File: src/rtl/draw_image_if.sv
// ROM bus between the image compositor and the image ROM. The compositor
// issues a registered address; the ROM returns the colour one cycle later.
interface draw_image_if;
  logic [11:0] pixel_addr;
  logic [11:0] rgb_pixel;

  modport master (output pixel_addr, input rgb_pixel);
  modport slave  (input pixel_addr, output rgb_pixel);
endinterface

File: src/rtl/draw_image.sv
// Overlays an IMG_W x IMG_H image from a synchronous ROM onto a VGA stream.
// Three-stage pipeline: address/in-box, ROM wait, colour mux. The image
// position and enable are sampled once per frame on the vblank rising edge
// so mid-frame changes never tear the current frame.
module draw_image #(
  parameter int unsigned IMG_W   = 64,
  parameter int unsigned IMG_H   = 64,
  parameter logic [11:0] KEY_RGB = 12'hF0F
) (
  input  logic         clk,
  input  logic         rst,
  input  logic [10:0]  hcount_in,
  input  logic [10:0]  vcount_in,
  input  logic         hsync_in,
  input  logic         vsync_in,
  input  logic         hblnk_in,
  input  logic         vblnk_in,
  input  logic [11:0]  rgb_in,
  input  logic [11:0]  xpos,
  input  logic [11:0]  ypos,
  input  logic         en,
  draw_image_if.master rom,
  output logic [10:0]  hcount_out,
  output logic [10:0]  vcount_out,
  output logic         hsync_out,
  output logic         vsync_out,
  output logic         hblnk_out,
  output logic         vblnk_out,
  output logic [11:0]  rgb_out
);

  typedef struct packed {
    logic [10:0] hcount;
    logic [10:0] vcount;
    logic        hsync;
    logic        vsync;
    logic        hblnk;
    logic        vblnk;
    logic [11:0] rgb;
  } timing_t;

  localparam logic [12:0] IMG_W13 = 13'(IMG_W);
  localparam logic [12:0] IMG_H13 = 13'(IMG_H);

  // Frame-latched placement
  logic [11:0] xpos_q, ypos_q;
  logic        en_q;
  logic        vblnk_prev_q;

  // Pipeline registers
  timing_t     t1_q, t2_q, t3_q;
  logic        in_box_s1_q, in_box_s2_q;
  logic [11:0] pixel_addr_q;
  logic [11:0] rgb_out_q;

  // Next-state values
  timing_t     t0_d;
  logic        in_box_d;
  logic [11:0] pixel_addr_d;
  logic [11:0] rgb_out_d;

  // 13-bit comparison operands so xpos_q + IMG_W can never wrap
  logic [12:0] h13_s, v13_s, x13_s, y13_s, xend_s, yend_s;
  logic [5:0]  dx_s, dy_s;

  // Stage-1 decision: is the incoming pixel inside the latched image box
  always_comb begin
    t0_d   = '{hcount: hcount_in, vcount: vcount_in, hsync: hsync_in,
               vsync: vsync_in, hblnk: hblnk_in, vblnk: vblnk_in, rgb: rgb_in};
    h13_s  = {2'b00, hcount_in};
    v13_s  = {2'b00, vcount_in};
    x13_s  = {1'b0, xpos_q};
    y13_s  = {1'b0, ypos_q};
    xend_s = x13_s + IMG_W13;
    yend_s = y13_s + IMG_H13;
    // Low six bits of the difference depend only on the low six operand bits
    dx_s   = hcount_in[5:0] - xpos_q[5:0];
    dy_s   = vcount_in[5:0] - ypos_q[5:0];
    in_box_d = en_q && !hblnk_in && !vblnk_in &&
               (h13_s >= x13_s) && (h13_s < xend_s) &&
               (v13_s >= y13_s) && (v13_s < yend_s);
    if (in_box_d) begin
      pixel_addr_d = {dy_s, dx_s};
    end else begin
      pixel_addr_d = 12'h000;
    end
  end

  // Stage-3 colour choice: ROM pixel unless outside the box or transparent
  always_comb begin
    if (in_box_s2_q && (rom.rgb_pixel != KEY_RGB)) begin
      rgb_out_d = rom.rgb_pixel;
    end else begin
      rgb_out_d = t2_q.rgb;
    end
  end

  // Sample placement and enable on the vblank rising edge only
  always_ff @(posedge clk) begin
    if (rst) begin
      xpos_q       <= 12'h000;
      ypos_q       <= 12'h000;
      en_q         <= 1'b0;
      vblnk_prev_q <= 1'b0;
    end else begin
      vblnk_prev_q <= vblnk_in;
      if (vblnk_in && !vblnk_prev_q) begin
        xpos_q <= xpos;
        ypos_q <= ypos;
        en_q   <= en;
      end
    end
  end

  // Three-stage pipeline: address, ROM wait, composited output
  always_ff @(posedge clk) begin
    if (rst) begin
      t1_q         <= '0;
      t2_q         <= '0;
      t3_q         <= '0;
      in_box_s1_q  <= 1'b0;
      in_box_s2_q  <= 1'b0;
      pixel_addr_q <= 12'h000;
      rgb_out_q    <= 12'h000;
    end else begin
      t1_q         <= t0_d;
      in_box_s1_q  <= in_box_d;
      pixel_addr_q <= pixel_addr_d;
      t2_q         <= t1_q;
      in_box_s2_q  <= in_box_s1_q;
      t3_q         <= t2_q;
      rgb_out_q    <= rgb_out_d;
    end
  end

  assign rom.pixel_addr = pixel_addr_q;
  assign hcount_out     = t3_q.hcount;
  assign vcount_out     = t3_q.vcount;
  assign hsync_out      = t3_q.hsync;
  assign vsync_out      = t3_q.vsync;
  assign hblnk_out      = t3_q.hblnk;
  assign vblnk_out      = t3_q.vblnk;
  assign rgb_out        = rgb_out_q;

endmodule

File: src/flat_wrapper.sv
// flat-port wrapper written by rule: the top's interface ports become plain ports
module draw_image_flat 
#(
  parameter int unsigned IMG_W   = 64,
  parameter int unsigned IMG_H   = 64,
  parameter logic [11:0] KEY_RGB = 12'hF0F
)
  (clk, rst, hcount_in, vcount_in, hsync_in, vsync_in, hblnk_in, vblnk_in, rgb_in, xpos, ypos, en, hcount_out, vcount_out, hsync_out, vsync_out, hblnk_out, vblnk_out, rgb_out, rom_pixel_addr, rom_rgb_pixel);
  draw_image_if rom_i ();
  input  logic clk;
  input  logic rst;
  input  logic [10:0] hcount_in;
  input  logic [10:0] vcount_in;
  input  logic hsync_in;
  input  logic vsync_in;
  input  logic hblnk_in;
  input  logic vblnk_in;
  input  logic [11:0] rgb_in;
  input  logic [11:0] xpos;
  input  logic [11:0] ypos;
  input  logic en;
  output logic [10:0] hcount_out;
  output logic [10:0] vcount_out;
  output logic hsync_out;
  output logic vsync_out;
  output logic hblnk_out;
  output logic vblnk_out;
  output logic [11:0] rgb_out;
  output wire logic [$bits(rom_i.pixel_addr)-1:0] rom_pixel_addr;
  input wire logic [$bits(rom_i.rgb_pixel)-1:0] rom_rgb_pixel;
  assign rom_pixel_addr = rom_i.pixel_addr;
  assign rom_i.rgb_pixel = rom_rgb_pixel;
  draw_image #(.IMG_W(IMG_W), .IMG_H(IMG_H), .KEY_RGB(KEY_RGB)) u_core (.clk(clk), .rst(rst), .hcount_in(hcount_in), .vcount_in(vcount_in), .hsync_in(hsync_in), .vsync_in(vsync_in), .hblnk_in(hblnk_in), .vblnk_in(vblnk_in), .rgb_in(rgb_in), .xpos(xpos), .ypos(ypos), .en(en), .rom(rom_i), .hcount_out(hcount_out), .vcount_out(vcount_out), .hsync_out(hsync_out), .vsync_out(vsync_out), .hblnk_out(hblnk_out), .vblnk_out(vblnk_out), .rgb_out(rgb_out));
endmodule
File: config.mk
export PLATFORM = sky130hd
export DESIGN_NAME = draw_image_flat
export DESIGN_NICKNAME = d
export VERILOG_FILES = /design/src/rtl/draw_image_if.sv /design/src/rtl/draw_image.sv /design/src/flat_wrapper.sv
export SDC_FILE = /design/constraint.sdc
export NUM_CORES = 1
export LEC_CHECK = 0
export ABC_CLOCK_PERIOD_IN_PS = 2900
export CAP_MARGIN = 25
export CORE_MARGIN = 2
export CORE_UTILIZATION = 50
export CTS_CLUSTER_SIZE = 14
export DETAILED_ROUTE_END_ITERATION = 7
export GPL_TIMING_DRIVEN = 0
export HOLD_SLACK_MARGIN = 0.1
export PLACE_DENSITY = 0.84
export SLEW_MARGIN = 20
export SYNTH_ARGS = -nofsm -noshare
export SYNTH_HDL_FRONTEND = slang
export SYNTH_SLANG_ARGS = --single-unit
File: constraint.sdc
create_clock -name clk -period 2.9 [get_ports clk]
set_clock_uncertainty 0.05 [all_clocks]
set_input_delay 0.58 -clock clk [delete_from_list [all_inputs] [get_ports clk]]
set_output_delay 0.58 -clock clk [all_outputs]
set_load 0.03 [all_outputs]
### Yosys cells after proc, flatten, opt, wreduce, memory -nomap -nowiden

Cells that the tools add are included.

| cells by class | value |
|---|---|
| shift-type cells | 0 |
| multiply operators | 0 |
| $lt $le $gt $ge | 4 |
| add/subtract/negate cells | 4 |
| divide/modulo/power cells | 0 |
| muxes and demuxes | 1 |
| bitwise operators | 1 |
| eq/ne operators | 1 |
| reductions and logical operators | 12 |

Operators by type and width:

| cell | number |
|---|---|
| 12-bit by 7-bit adder with 13-bit output, second input constant | 2 |
| 11-bit by 13-bit < comparator with 1-bit output | 2 |
| 11-bit by 12-bit greater-or-equal comparator with 1-bit output | 2 |
| 12-bit two-way mux | 1 |
| 12-bit inequality test, second input constant | 1 |
| 6-bit subtractor | 2 |
| 1-bit logical AND | 8 |
| 1-bit logical NOT | 3 |
| 2-bit OR reduction | 1 |
| 1-bit inverter | 1 |

| word-level totals | value |
|---|---|
| bits in latches | 0 |
| bits in read-only memories | 0 |
| output and inout bits | 50 |
| memories | 0 |
| memory bits (writable) | 0 |
| register bits | 153 |

### Logic depth before layout (Yosys ltp)

Gate-level depths: netlist of run 1.

| depth | value |
|---|---|
| depth after elaboration | 9 |
| depth in mapped cells | 10 |
| gate-level depth less buffers | 9 |

### Least setup slack after synthesis of run 1

No wires, ideal clock.

| timing | value |
|---|---|
| kind | input -> register |
| start | in hcount_in[0] |
| end | reg u_core.pixel_addr_q[0], in the netlist u_core.rom.pixel_addr[0] |
| path slack | 469 ps |
| cell stages on the path | 9 |
| setup time | 87 ps |
| arrival | 2293 ps |
| path buffers | 1 |
| path through | inv_1 > ha_1 > fa_1 > nand2b_1 > o2bb2ai_1 > a211oi_1 > nor2_1 > buf_2 > nor4_4 |

| on the way | value |
|---|---|
| longest elaborated chain between the ends | 7 |
| elaborated cells between the ends (all ways) | 9 |
| classes of those cells | add/sub: 1; order compare: 2; bitwise: 1; reduce/logical: 5 |

Ends and longest elaborated chain:

| what | line | RTL |
|---|---|---|
| start, declared | flat_wrapper.sv:12 | `input logic [10:0] hcount_in;` |
| 11-bit by 12-bit greater-or-equal comparator with 1-bit output | draw_image.sv:80 | `(h13_s >= x13_s) && (h13_s < xend_s) &&` |
| 1-bit logical AND | draw_image.sv:79 | `in_box_d = en_q && !hblnk_in && !vblnk_in &&` |
| 1-bit logical AND (2 in a row) | draw_image.sv:80 |  |
| 1-bit logical AND | draw_image.sv:81 | `(v13_s >= y13_s) && (v13_s < yend_s);` |
| 1-bit inverter (no line) | -- |  |
| 2-bit OR reduction (no line) | -- |  |
| end signal, assigned | draw_image.sv:128 | `pixel_addr_q <= pixel_addr_d;` |
| end, declared | draw_image.sv:53 | `logic [11:0] pixel_addr_q;` |

Several ways; a longest one is shown, not always the timed one.
A chain may end at the register's enable or synchronous reset.

### Final worst setup path of run 1

| timing | value |
|---|---|
| start | in hcount_in[0] |
| end | reg u_core.pixel_addr_q[2], in the netlist u_core.rom.pixel_addr[2] |

The elaborated chain is that of the path after synthesis.

==> results of run 1 <==
-- how the worst max path moves through the flow --
stage                                          end         start  cells after the start
after floorplan           u_core.rom.pixel_addr[0]  hcount_in[0]                      9
after global placement    u_core.rom.pixel_addr[2]  vcount_in[0]                     11
after detailed placement  u_core.rom.pixel_addr[2]  hcount_in[0]                     10
after CTS                 u_core.rom.pixel_addr[2]  hcount_in[0]                     10
after global routing      u_core.rom.pixel_addr[1]  vcount_in[0]                     11
final                     u_core.rom.pixel_addr[2]  hcount_in[0]                     10
-- layer usage --
| layer | share of wire (%) | GRT usage, % | vias up |
|---|---|---|---|
| li1 | - | - | 2219 |
| met1 | 42 | 24.4 | 2065 |
| met3 | 4.8 | 3.76 | 21 |
| met4 | 1.9 | 9.14 | 0 |
| met5 | 0 | 0 | - |
| met2 | 52 | 39.2 | 127 |
-- worst register-to-register path, stage by stage (launching register included) --
cell and delay (ps):
dfxtp_1 450, ha_1 240, nand3_1 100, xnor2_1 140
ha_1 310, nand3b_1 130, a31oi_1 60, or2_0 230
a221o_1 380, buf_6 190, nor4_2 270
-- registers in the layout, indices dropped and copies added (netlist names) --
name                   count
u_core.t2_q               38
u_core.t1_q               37
u_core.rgb_out            12
u_core.rom.pixel_addr     12
u_core.xpos_q             12
u_core.ypos_q             12
u_core.hcount_out         11
u_core.vcount_out         11
u_core.en_q                1
u_core.hblnk_out           1
u_core.hsync_out           1
u_core.in_box_s1_q         1
u_core.in_box_s2_q         1
u_core.vblnk_out           1
u_core.vblnk_prev_q        1
u_core.vsync_out           1
-- cell usage after synthesis (5+ instances only) --
cell type  count  share of area, %
dfxtp_1      153                53
nand3_1        5              0.43
o21ai_0       12               1.0
nor4_2         9               1.9
nor2b_1      104                11
ha_1          34               7.4
mux2i_1        9               1.6
clkbuf_1      21               1.4
a21oi_1       38               3.3
nand4b_1       6              0.91
xnor2_1        9               1.4
a211oi_1       5              0.65
nand2_1       59               3.8
nor2_1        21               1.4
inv_1         28               1.8
o21bai_1       5              0.65
-- stage by stage --
step | instance area [um2] | hold WS, ps | power [mW]
2_1_floorplan | 5780 | 364 | 2.58
3_3_place_gp | 7220 | 368 | 2.79
3_5_place_dp | 7220 | 374 | 2.81
4_1_cts | 7780 | 386 | 4.86
5_1_grt | 7780 | 401 | 5.01
6_report | 7780 | 381 | 4.83
-- cell type report --
type                            count  area [um2]
Fill cell                         872        3590
Sequential cell                   153        3060
Multi-Input combinational cell    371        2500
Timing Repair Buffer              126        1260
Clock buffer                       21         460
Tap cell                          143         179
Buffer                             28         118
Inverter                           28         105
Clock inverter                     10        95.1
-- cells by family (layout without fill, tap and decap cells) --
kind of cell               count (synthesis)  after routing  share of synthesized area (%)
AOI/OAI and AO/OA                         84             84                           8.79
adders and majority gates                 36             36                           8.05
buffers and inverters                     56            213                           3.85
xor gates and xnor gates                  12             12                           1.82
DFF                                      153            153                           53.0
muxes                                      9              9                           1.56
and+or+nand+nor                          230            230                           23.0
-- report_power, final --
part           internal (mW)  leakage, nW  switching [mW]  total [mW]
registers               2.19         1.26          0.0323        2.22
logic                  0.268         1.50           0.291       0.559
clock network           1.22        0.270           0.835        2.06
-- layout by cell type (no fill, tap or decap), types with 5 or more instances in the layout --
master,n
clkbuf_16,17
nand4b_1,6
dfxtp_1,153
nor4_2,9
o21bai_1,5
ha_1,34
clkdlybuf4s50_1,126
nand3_1,5
nor2b_1,104
xnor2_1,9
a211oi_1,5
a21oi_1,38
o21ai_0,12
nand2_1,59
mux2i_1,9
inv_1,28
clkbuf_1,23
nor2_1,21
==> summary.txt, run 1 <==
Placement
  – Final GP Congestion: 0.893
  – Number of port buffers: 126
  – Post-place setup slack: -341 ps
  – Dpl hpwl: 9920 um
  – DP Cell Count: 849

GRT
  – Largest net degree at the start of global routing: 17
  – GRT Total Usage: 21.4%
  – First-pass GRT wire length: 20800 um
  – Total global routing overflow: 0
  – Initial antenna violation count: 0
  – Number of global-route vias before repair: 4338

Synthesis
  – Synthesized flop and latch total: 153
  – Mean Syn Cell Area: 9.97 um2
  – Gate Count Post-Synth: 580
  – Post-synth cell types: 48
  – Async SR Flop Fraction: 0%
  – Primary FF master, synth: dfxtp_1
  – Synth Net Count: 693
  – Number of synthesized flops with an enable pin: 0
  – Mapped Area: 0.00578 mm2
  – Post-synthesis sequential area ratio: 53.0%
  – Syn. warnings: 0

Drt
  – DR vias: 4432
  – Routed len/inst: 15.0 um
  – Via density: 5.04
  – Iter 0 DRT Violations: 220
  – Post-route DRC: 0
  – Final ANT Viol Nets: 0
  – DRT Wirelength: 13200 um
  – Pre-Repair DR Iteration Count: 5

Flow run
  – Max_cap viols: 0

Clock tree
  – Post-CTS setup buffer count: 0
  – Worst-skew pair later-pin latency: 420 ps
  – TritonCTS clock tree: yes
  – Clk buf depth: 2
  – CTS Hold Bufs: 0
  – Clk slew on worst S/H paths: 60 ps
  – H-tree depth: 4
  – Resized cells post-CTS: 0
  – CTS Root Cell: clkbuf_16
  – CTS Buf Count: 17
  – Clk sinks: 153

Floorplanning
  – Io pins: 127
  – Core box area: 0.0114 mm2
  – Die area: 0.0124 mm2
  – Die height: 112 um
  – Die W: 112 um
  – Starting Density: 50.9%
  – Num rows: 39

Power
  – Peak VDD IR: 349 uV
  – Pwr per Cell Area: 622 mW/mm2
  – Leakage Power: 3.03 nW

Timing
  – Crit path time final: 2820 ps
  – Max transition margin: 61.1%
  – Final hold violation count: 0
  – F_max: 355 MHz
  – Final Cycle Share: 97.1%
  – Unrepaired setup endpoints after global routing: false
  – Final setup fails: 0
  – Fin. max-slew vios: 0
  – Worst setup margin: 84.8 ps
  – Worst-Margin Slew: 583 ps
  – Fin Setup TNS: 0 ps

Worst setup path
  – Worst R2R Start: u_core.ypos_q[6]
  – CP max stage cell: clkdlybuf4s50_1
  – CP Cell Sequence: clkdlybuf4s50_1, inv_1, ha_1, fa_1, nand2b_1, o2bb2ai_1, a211oi_1, nor2_1, buf_2, nor4_2
  – Top fanout value on the critical path: 10
  – Buf+Inv Stages, Crit Path: 3
  – Setup slack on the worst flop-to-flop path: 250 ps
  – Worst R2R Path Depth: 10
  – Startpoint types: input port
  – Top delay family on crit path: buffers and inverters
  – Critical path capture point type: flip-flop
  – Reg-to-reg critical path endpoint: u_core.rom.pixel_addr[2]
  – Critical path class: input port to flip-flop
  – CP Data Arrival Time: 3080 ps
  – Required @ worst endpoint: 3160 ps
  – Max incr delay on CP: 460 ps

Worst hold path
  – Hold depth: 1
  – Hold path endpoint: u_core.t2_q[2]
  – Worst hold path class: flip-flop to flip-flop
  – Worst hold start: u_core.t1_q[2]

Finish
  – Final Non-Filler Cells: 880
  – Share of cells above drive strength 1: 6.51%
  – Area grow syn2layout: 34.5%
  – Final core occ: 68.4%
  – Final Net Count: 838
  – Ant diodes: 0

Run status
  – Outcome: complete, no violations
Note: power is estimated with default switching activity, not from simulation.
==> run 2, diff against run 1 <==
--- a/config.mk
+++ b/config.mk
@@ -5,7 +5,7 @@
 export SDC_FILE = /design/constraint.sdc
 export NUM_CORES = 1
 export LEC_CHECK = 0
-export ABC_CLOCK_PERIOD_IN_PS = 2900
+export ABC_CLOCK_PERIOD_IN_PS = 3210
 export CAP_MARGIN = 25
 export CORE_MARGIN = 2
 export CORE_UTILIZATION = 50
@@ -13,7 +13,7 @@
 export DETAILED_ROUTE_END_ITERATION = 7
 export GPL_TIMING_DRIVEN = 0
 export HOLD_SLACK_MARGIN = 0.1
-export PLACE_DENSITY = 0.84
+export PLACE_DENSITY_LB_ADDON = 0.2
 export SLEW_MARGIN = 20
 export SYNTH_ARGS = -nofsm -noshare
 export SYNTH_HDL_FRONTEND = slang
==> constraint.sdc (replaced) <==
create_clock -name clk -period 3.21 [get_ports clk]
set_clock_uncertainty 0.05 [all_clocks]
set_input_delay 0.642 -clock clk [delete_from_list [all_inputs] [get_ports clk]]
set_output_delay 0.642 -clock clk [all_outputs]
set_load 0.03 [all_outputs]
==> run 2 against run 1 <==
Flip-flop and latch count stayed put. Clock power hardly changed. Setup slack better by 300 ps. Total power is 6.1% lower. Worst hold slack better by 2.4 ps. Combinational power is 9.8% lower. Sequential power is 9.9% lower. Routed wire length is 2.3% lower. Sequential share of layout area is 0.21 points lower. Clock-buffer cell count is 1 lower. Largest cell class unchanged. Highest routed layer unchanged.
==> summary.txt, run 2 (same netlist as run 1, synthesis figures left out) <==
Run status
  – Outcome: complete, no violations (unchanged)

Power
  – Leakage Power: 3.05 nW (was 3.03 nW)
  – P_int: 3.52 mW (was 3.68 mW)
  – Pwr per Cell Area: 581 mW/mm2 (was 622 mW/mm2)
  – Sw Ratio: 22.5% (was 24.0%)
  – Clock network fraction of total power: 44.8% (was 42.6%)
  – Combinational fraction of design power: 11.1% (was 11.6%)
  – Seq pwr share: 44.1% (was 45.9%)
  – Peak VDD IR: 401 uV (was 349 uV)
  – Psw: 1.02 mW (was 1.16 mW)

Clock tree
  – Post-CTS setup buffer count: 0 (unchanged)
  – H-tree depth: 4 (unchanged)
  – CTS Root Cell: clkbuf_16 (unchanged)
  – TritonCTS clock tree: yes (unchanged)
  – Clk sinks: 153 (unchanged)
  – Resized cells post-CTS: 0 (unchanged)
  – CTS Buf Count: 17 (unchanged)
  – Clk buf depth: 2 (unchanged)
  – CTS Hold Bufs: 0 (unchanged)
  – Worst-skew pair later-pin latency: 420 ps (about the same)
  – Clk slew on worst S/H paths: 60 ps (about the same)

Worst setup path
  – Critical path class: input port to flip-flop (unchanged)
  – Max incr delay on CP: 460 ps (about the same)
  – Top delay family on crit path: compound AO/OA/AOI/OAI gates (was buffers and inverters)
  – CP max stage cell: clkdlybuf4s50_1 (unchanged)
  – Worst R2R Path Depth: 9 (was 10)
  – Worst R2R Start: u_core.ypos_q[6] (unchanged)
  – Levels on crit path: 10 (unchanged)
  – CP Cell Sequence: clkdlybuf4s50_1, inv_1, ha_1, inv_1, fa_1, a21o_1, a211oi_1, o31a_1, a221o_1, nor4_1 (was clkdlybuf4s50_1, inv_1, ha_1, fa_1, nand2b_1, o2bb2ai_1, a211oi_1, nor2_1, buf_2, nor4_2)
  – Critical path's most frequent cell: inv_1
  – Critical path capture point type: flip-flop (unchanged)
  – Setup slack on the worst flop-to-flop path: 550 ps (was 250 ps)
  – CP Data Arrival Time: 3050 ps (was 3080 ps)
  – Startpoint types: input port (unchanged)
  – Buf+Inv Stages, Crit Path: 3 (unchanged)
  – Reg-to-reg critical path endpoint: u_core.rom.pixel_addr[5] (was u_core.rom.pixel_addr[2])
  – Top fanout value on the critical path: 4 (was 10)
  – Required @ worst endpoint: 3440 ps (was 3160 ps)

Placement
  – Number of port buffers: 126 (unchanged)
  – Final GP Congestion: 0.943 (was 0.893)
  – Dpl hpwl: 9770 um (was 9920 um)
  – Placed cell area: 0.00722 mm2 (unchanged)
  – Post-place setup slack: -37.0 ps (was -341 ps)

GRT
  – Initial antenna violation count: 0 (unchanged)
  – Largest net degree at the start of global routing: 17 (unchanged)
  – GRT Total Usage: 21.5% (was 21.4%)
  – First-pass GRT wire length: 20900 um (was 20800 um)
  – Number of global-route vias before repair: 4416 (was 4338)
  – Total global routing overflow: 0 (unchanged)

Timing
  – Crit path time final: 2820 ps
  – Unrepaired setup endpoints after global routing: false (unchanged)
  – Fin Setup TNS: 0 ps (unchanged)
  – Fin. max-slew vios: 0 (unchanged)
  – Worst-Margin Slew: 576 ps (was 583 ps)
  – Final Cycle Share: 87.9%
  – Max transition margin: 61.6% (was 61.1%)
  – Worst setup margin: 387 ps (was 84.8 ps)
  – Final hold violation count: 0 (unchanged)
  – Hold_ws: 383 ps (was 381 ps)
  – F_max: 354 MHz
  – Final setup fails: 0 (unchanged)

Floorplanning
  – Num rows: 39 (unchanged)
  – Io pins: 127 (unchanged)
  – Die W: 112 um (unchanged)
  – Core box area: 0.0114 mm2 (unchanged)
  – Starting Density: 50.9% (unchanged)
  – Die height: 112 um (unchanged)
  – Die area: 0.0124 mm2 (unchanged)

Drt
  – Final ANT Viol Nets: 0 (unchanged)
  – Iter 0 DRT Violations: 180 (was 220)
  – Routed len/inst: 14.7 um (was 15.0 um)
  – Post-route DRC: 0 (unchanged)
  – Pre-Repair DR Iteration Count: 4 (was 5)
  – Via density: 4.99 (was 5.04)
  – DRT Wirelength: 12900 um (was 13200 um)
  – DR vias: 4380 (was 4432)

Worst hold path
  – Worst hold path class: flip-flop to flip-flop (unchanged)
  – Hold depth: 1 (unchanged)
  – Worst hold start: u_core.t1_q[20] (was u_core.t1_q[2])
  – Hold path endpoint: u_core.t2_q[20] (was u_core.t2_q[2])

Finish
  – Final Net Count: 838 (unchanged)
  – Top reg by flops: u_core.t2_q (unchanged)
  – Area grow syn2layout: 35.2% (was 34.5%)
  – Final core occ: 68.8% (was 68.4%)
  – Ant diodes: 0 (unchanged)
  – Fill cell count: 882 (was 872)
  – Most common cell after layout, fill and taps aside: dfxtp_1 (unchanged)
  – Final Instance Area: 0.00782 mm2 (was 0.00778 mm2)
  – Largest register FFs: 38 (unchanged)
  – Most frequent cells in the layout: 153 x dfxtp_1, 126 x clkdlybuf4s50_1, 104 x nor2b_1, 59 x nand2_1, 38 x a21oi_1 (unchanged)
  – Share of cells above drive strength 1: 6.26% (was 6.51%)
  – Largest regs: u_core.t2_q: 38 flops, u_core.t1_q: 37 flops (unchanged)

Flow run
  – Max_cap viols: 0 (unchanged)
run 2: cell types whose count changed in the layout (fill, tap and decap cells not counted):
cell,before,now
bufinv_16,1,4
clkinv_4,2,0
clkbuf_8,2,1
inv_6,2,0
run 2: area by class of cell:
cell class                      instances  area (um2)  share of cell area [%]
Multi-Input combinational cell        371        2500                    31.9
Inverter                               28         105                    1.34
Timing Repair Buffer                  126        1260                    16.1
Buffer                                 28         118                    1.50
Tap cell                              143         179                    2.29
Clock buffer                           20         447                    5.71
Sequential cell                       153        3060                    39.2
Clock inverter                          9         150                    1.92
run 2: power groups by stage:
stage               clock network, mW  logic [mW]  registers [mW]
global placement                    0       0.483            2.04
finish                           2.03       0.504            2.00
CTS                              2.06       0.505            2.00
floorplan                           0       0.272            2.06
detailed placement                  0       0.500            2.04
global route                     2.15       0.556            2.01
run 2: worst max path at each step:
stage | slack (ps) | start | to
CTS | 380 | hcount_in[0] | u_core.rom.pixel_addr[2]
global route | 170 | hcount_in[0] | u_core.rom.pixel_addr[2]
detailed placement | -40 | hcount_in[0] | u_core.rom.pixel_addr[2]
floorplan | 720 | hcount_in[0] | u_core.rom.pixel_addr[0]
global placement | 30 | hcount_in[0] | u_core.rom.pixel_addr[2]
finish | 390 | vcount_in[0] | u_core.rom.pixel_addr[5]
run 2: per-layer routing:
metal	wire length, um	GRT usage (%)	up-vias	share of wire (%)
li1	-	-	2222	-
met2	6310	37.4	126	49
met1	5570	25.3	2003	43
met5	0	0	-	0
met3	649	5.01	29	5.0
met4	380	9.96	0	2.9
run 2: per-stage QoR:
stage / std cells / total power [mW]
2_1_floorplan: 580 / 2.33
3_3_place_gp: 849 / 2.52
3_5_place_dp: 849 / 2.54
4_1_cts: 878 / 4.57
5_1_grt: 878 / 4.72
6_report: 878 / 4.54
